File: config.mk
export PLATFORM = sky130hd
export DESIGN_NAME = bram_arbiter
export DESIGN_NICKNAME = d
export VERILOG_FILES = /design/src/rtl/bram_arbiter_pkg.sv /design/src/rtl/bram_arbiter.sv
export SDC_FILE = /design/constraint.sdc
export NUM_CORES = 1
export LEC_CHECK = 0
export CAP_MARGIN = 20
export CORE_ASPECT_RATIO = 1.25
export CORE_MARGIN = 2
export CORE_UTILIZATION = 24
export CTS_CLUSTER_SIZE = 10
export DETAILED_ROUTE_END_ITERATION = 6
export GPL_ROUTABILITY_DRIVEN = 0
export PLACE_DENSITY = 0.85
export SYNTH_ARGS = -nofsm -noshare
export SYNTH_HDL_FRONTEND = slang
export SYNTH_SLANG_ARGS = --single-unit
File: constraint.sdc
create_clock -name clk -period 1.55 [get_ports clk]
set_input_delay 0.155 -clock clk [delete_from_list [all_inputs] [get_ports clk]]
set_output_delay 0.155 -clock clk [all_outputs]
set_load 0.01 [all_outputs]
File: src/rtl/bram_arbiter_pkg.sv
// ============================================================================
// Module      : bram_arbiter_pkg
// Description : Shared Kyber BRAM parameters. Holds the coefficient bank
//               width/depth constants, the requester-id encoding used by the
//               bank arbiter, the registered read-tag type and small helpers.
// Revision    : 1.0 - initial release
// ============================================================================
`default_nettype none

package bram_arbiter_pkg;

    // Coefficient bank geometry: one 12-bit coefficient per word, 16 words.
    localparam int BRAM_DW = 12;
    localparam int BRAM_AW = 4;

    // Requester identities. The encoding doubles as the priority-pointer
    // value, so prio == REQ_HOST means the host wins a contested cycle.
    typedef enum logic {
        REQ_HOST = 1'b0,   // load/unload host
        REQ_PE   = 1'b1    // PE datapath
    } req_id_e;

    // Read-return tag captured when a read is granted; it steers the bank
    // output to the issuing requester one cycle later.
    typedef struct packed {
        logic    valid;
        req_id_e id;
    } rd_tag_t;

    // The requester that is not 'id'.
    function automatic req_id_e other_req(input req_id_e id);
        return (id == REQ_HOST) ? REQ_PE : REQ_HOST;
    endfunction

    // Priority after a granted cycle: a locked winner keeps priority,
    // otherwise priority passes to the other requester.
    function automatic req_id_e prio_after_grant(input req_id_e winner,
                                                 input logic    lock);
        return lock ? winner : other_req(winner);
    endfunction

endpackage : bram_arbiter_pkg

`default_nettype wire

File: src/rtl/bram_arbiter.sv
// ============================================================================
// Module      : bram_arbiter
// Description : Two-requester arbiter in front of a single-port-per-direction
//               coefficient bank (write port + read port, read latency 1).
//               One access is granted per cycle; the grant is combinational
//               and the access is issued to the bank in the same cycle.
//               Read data returns one cycle later, routed by a registered tag.
// Ports       :
//   clk, reset                 - clock, asynchronous active-high reset
//   req0/1, we0/1              - request and write/read select per requester
//   addr0/1, wdata0/1          - access address and write data
//   lock0/1                    - winner keeps priority for the next cycle
//   gnt0/1                     - combinational grant (at most one high)
//   rvalid0/1, rdata0/1        - read return (rdata is 0 when rvalid is 0)
//   bram_wen/waddr/din         - bank write port
//   bram_raddr, bram_dout      - bank read port (dout valid 1 cycle later)
// Revision    : 1.0 - initial release
// ============================================================================
`default_nettype none

module bram_arbiter
    import bram_arbiter_pkg::*;
#(
    parameter int DW = BRAM_DW,
    parameter int AW = BRAM_AW
) (
    input  logic          clk,
    input  logic          reset,

    input  logic          req0,
    input  logic          we0,
    input  logic [AW-1:0] addr0,
    input  logic [DW-1:0] wdata0,
    input  logic          lock0,

    input  logic          req1,
    input  logic          we1,
    input  logic [AW-1:0] addr1,
    input  logic [DW-1:0] wdata1,
    input  logic          lock1,

    output logic          gnt0,
    output logic          gnt1,
    output logic          rvalid0,
    output logic          rvalid1,
    output logic [DW-1:0] rdata0,
    output logic [DW-1:0] rdata1,

    output logic          bram_wen,
    output logic [AW-1:0] bram_waddr,
    output logic [AW-1:0] bram_raddr,
    output logic [DW-1:0] bram_din,
    input  logic [DW-1:0] bram_dout
);

    // ------------------------------------------------------------------
    // State
    // ------------------------------------------------------------------
    req_id_e       prio;        // requester that wins a contested cycle
    req_id_e       prio_next;
    rd_tag_t       rd_tag;      // owner of the read data arriving this cycle

    // ------------------------------------------------------------------
    // Grant decision
    // ------------------------------------------------------------------
    logic          gnt_any;
    req_id_e       gnt_id;

    always_comb begin
        gnt_any = 1'b0;
        gnt_id  = REQ_HOST;
        // Reset blanks the grant so nothing reaches the bank while the
        // read tag is being cleared.
        if (!reset) begin
            unique case ({req1, req0})
                2'b11: begin
                    gnt_any = 1'b1;
                    gnt_id  = prio;
                end
                2'b01: begin
                    gnt_any = 1'b1;
                    gnt_id  = REQ_HOST;
                end
                2'b10: begin
                    gnt_any = 1'b1;
                    gnt_id  = REQ_PE;
                end
                default: begin
                    gnt_any = 1'b0;
                    gnt_id  = REQ_HOST;
                end
            endcase
        end
    end

    assign gnt0 = gnt_any && (gnt_id == REQ_HOST);
    assign gnt1 = gnt_any && (gnt_id == REQ_PE);

    // ------------------------------------------------------------------
    // Winner's access fields
    // ------------------------------------------------------------------
    logic          sel_we;
    logic          sel_lock;
    logic [AW-1:0] sel_addr;
    logic [DW-1:0] sel_wdata;

    always_comb begin
        if (gnt_id == REQ_PE) begin
            sel_we    = we1;
            sel_lock  = lock1;
            sel_addr  = addr1;
            sel_wdata = wdata1;
        end else begin
            sel_we    = we0;
            sel_lock  = lock0;
            sel_addr  = addr0;
            sel_wdata = wdata0;
        end
    end

    logic          do_write;
    logic          do_read;

    assign do_write = gnt_any &&  sel_we;
    assign do_read  = gnt_any && !sel_we;

    // Bank ports are zeroed when idle so the bank sees a quiet bus and
    // downstream observers never latch stale addresses or data.
    assign bram_wen   = do_write;
    assign bram_waddr = do_write ? sel_addr  : '0;
    assign bram_din   = do_write ? sel_wdata : '0;
    assign bram_raddr = do_read  ? sel_addr  : '0;

    // ------------------------------------------------------------------
    // Priority pointer update
    // ------------------------------------------------------------------
    always_comb begin
        prio_next = prio;
        if (gnt_any) begin
            prio_next = prio_after_grant(gnt_id, sel_lock);
        end
    end

    // ------------------------------------------------------------------
    // Registered state: priority pointer and read-return tag
    // ------------------------------------------------------------------
    // The asynchronous clear drops a tag captured on the edge where reset
    // rises, so an in-flight read never produces an rvalid pulse after
    // reset is released.
    always_ff @(posedge clk or posedge reset) begin
        if (reset) begin
            prio   <= REQ_HOST;
            rd_tag <= '0;
        end else begin
            prio         <= prio_next;
            rd_tag.valid <= do_read;
            rd_tag.id    <= gnt_id;
        end
    end

    // ------------------------------------------------------------------
    // Read return routing
    // ------------------------------------------------------------------
    assign rvalid0 = rd_tag.valid && (rd_tag.id == REQ_HOST);
    assign rvalid1 = rd_tag.valid && (rd_tag.id == REQ_PE);
    assign rdata0  = rvalid0 ? bram_dout : '0;
    assign rdata1  = rvalid1 ? bram_dout : '0;

endmodule : bram_arbiter

`default_nettype wire

==> impl_metrics.yaml <==
outcome:
  status: "finished with violations"
  violations: "setup timing"
floorplanning:
  ios: 101
  initial_core_util_pct: 24.9
  die_h_um: 65.5
  die_w_um: 53.2
  core_um2: 2920
  num_rows: 22
  dieArea_um2: 3490
power_and_ir_drop:
  total_leakage_power_nw: 0.996
  combPwrFrac_pct: 69.9
  powerDensity_nw_per_um2: 441
  switching_share_pct: 38.3
  peakVddDrop_uv: 304
  power_uw: 849
  seqPwrFrac_pct: 12.2
  switching_power_uw: 325
  intPower_uw: 524
  p_clk_share_pct: 17.9
sta:
  clock-skew-final_ns: 0.0134
  tightest_slew_ns: 0.315
  setup_violations: 21
  final.period_utilization_pct: 110
  hold_viol_final: 0
  rsz0062_at_grt: "yes"
  drv_slew: 0
  fmaxAchievable_mhz: 584
  slew_headroom_pct: 79.0
  post-route-min-period_ns: 1.71
  layout_setup_ws_ns: -0.162
clock_network:
  cts_hold_buffers: 0
  cts_num_sinks: 3
  cts_tree: "yes"
  clockBufferDepth: 2
  cts_max_level: 1
  insertion_delay_ns: 0.25
  clk_pin_slew_ns: 0.05
  cts-root-buf: "clkbuf_4"
  cts_made_buffers: 3
drt:
  post_drt_wl_per_cell_um: 14.4
  drt-total-wl_um: 3940
  drt_iter0_markers: 16
  ant_nets: 0
  via_per_inst: 4.88
  dr.pass1.iters: 3
  vias: 1337
  drc: 0
final_layout:
  post-route-cell-area_um2: 1920
  area_growth_pct: 165
  nets: 291
  final_common_cell: "clkdlybuf4s50_1"
  antenna_cells: 0
  layout_common_cells: "clkdlybuf4s50_1, dlygate4sd2_1, buf_2"
  drive_above_1_share_pct: 34.5
  instances_no_fill: 274
critical_path:
  required_ns: 1.39
  worstPathCellList: "nand2b_4, a32oi_4, buf_6, buf_6, buf_6, a21oi_2, buf_2"
  reg2reg_to: "rd_tag[1]"
  path_max_fanout: 4
  cp_slowest_stage_delay_ns: 0.44
  crit_start: "prio"
  path_buf_inv: 4
  rr_worst_depth: 5
  critPathLaunchType: "flip-flop"
  reg2reg_slack_ns: 0.14
  crit_type: "flip-flop to output pin"
  r2r_start: "prio"
  cp.arrival_ns: 1.56
  cp-endpoint: "bram_din[7]"
  end_kind: "output pin"
  crit_top_cell: "buf_6"
  path_delay_family: "buffers and inverters"
  path_depth: 7
  critical-path-slowest-cell: "dfrtp_2"
place:
  dpl.hpwl_um: 2780
  place_area_um2: 1820
  io_buffers: 100
  place_inst: 257
synthesis:
  ys_top_cells_by_area: "a21oi_1, and2_1, nand3_1"
  yosysSeqAreaShare_pct: 10.3
  synth-adder-area-share_pct: 0
  synth.avg_cell_area_um2: 6.21
  synth_xor_area_share_pct: 0
  yosysWarnings: 0
  yosys.area.top_type: "a21oi_1"
  ys_types: 20
  synth_seq_cells: 3
  synth_top_family_by_area: "simple AND/OR/NAND/NOR gates"
  synth_compound_area_share_pct: 34.6
  syn_area_um2: 727
  syn_inst: 117
  syn_nets: 169
  yosysTopAreaCellShare_pct: 14.5
  yosys.area_share.simple_pct: 42.7
  synthMuxAreaShare_pct: 0
grt:
  antenna_found_initial: 0
  overflow: 0
  grt_pass1_vias: 1228
  grt_max_degree: 14
  grt_pass1_wl_um: 5820
  grt_usage_pct: 22.7
min_path:
  hold_path_class: "input port to async pin"
flow_run:
  maxCapViolations: 0
## registers in the layout, summed over array words and instances (netlist names)
| name | flops |
|---|---|
| rd_tag | 2 |
| prio | 1 |
## cell type report
type / count / area [um2]
clock buffer: 4 / 26.3
fill: 259 / 993
inverter: 3 / 11.3
multi-input combinational: 98 / 666
sequential: 3 / 76.3
tap: 36 / 45.0
timing repair buffer: 130 / 1100
## cells in the mapped netlist (all sizes together)
master	n
nand2	1
nor2b	5
nand3	17
inv	3
nor2	4
dfrtp	3
nand2b	2
o21bai	1
buf	10
and3	12
a32oi	2
o21ai	17
a21oi	21
o311a	1
clkbuf	3
and2	14
a21boi	1
## worst min-delay path by stage
stage | to | slack, ns | cells after the start
after floorplan | prio | 0.08 | 2
after global placement | prio | 0.65 | 2
after detailed placement | prio | 0.65 | 2
after CTS | rd_tag[0] | 0.31 | 4
after global routing | prio | 0.36 | 4
final | rd_tag[0] | 0.32 | 4
## per-layer routing
metal,routed length [um],part of all wire (%),vias to the layer above,track usage (%)
met5,0,0,-,0
met3,445,11,4,6.59
met1,1460,37,600,24.0
met4,70,1.8,0,11.2
li1,-,-,663,-
met2,1960,50,70,39.5
## worst reg2reg max path: cells and delay by family, from the launching register on
family,cells,cell delay [ns]
buffers and inverters,3,0.36
AO/OA/AOI/OAI,1,0.31
AND/OR/NAND/NOR,1,0.18
flip-flops,1,0.44
## power groups by stage
| stage | registers (mW) | logic [mW] | clock network, mW |
|---|---|---|---|
| 2_1_floorplan | 0.0976 | 0.209 | 0 |
| 5_1_grt | 0.105 | 0.641 | 0.160 |
| 3_3_place_gp | 0.0980 | 0.508 | 0 |
| 4_1_cts | 0.100 | 0.556 | 0.146 |
| 3_5_place_dp | 0.0988 | 0.513 | 0 |
| 6_report | 0.104 | 0.594 | 0.152 |
## logic make-up after synthesis
family | count (synthesis)
AOI/OAI and AO/OA | 43
and+or+nand+nor | 55
buffers and inverters | 16
DFF | 3
## timing repair
action | 4_1_cts | 5_1_grt
endpoints found under the setup margin | 49 | 35
pin swaps | 10 | 9
cloned | 1 | 0
gates resized for setup | 158 | 25
buffers inserted | 10 | 4
## stage by stage
stage / setup WS [ns] / hold WS [ns] / util (%) / setup TNS, ns
6_report: -0.162 / 0.319 / 66.0 / -2.60
5_1_grt: -0.209 / 0.362 / 66.0 / -3.64
4_1_cts: -0.151 / 0.308 / 63.9 / -1.67
3_5_place_dp: -0.682 / 0.651 / 62.4 / -14.71
3_3_place_gp: -0.654 / 0.652 / 62.4 / -14.10
2_1_floorplan: 0.184 / 0.0765 / - / 0
Note: power is estimated with default switching activity, not from simulation.
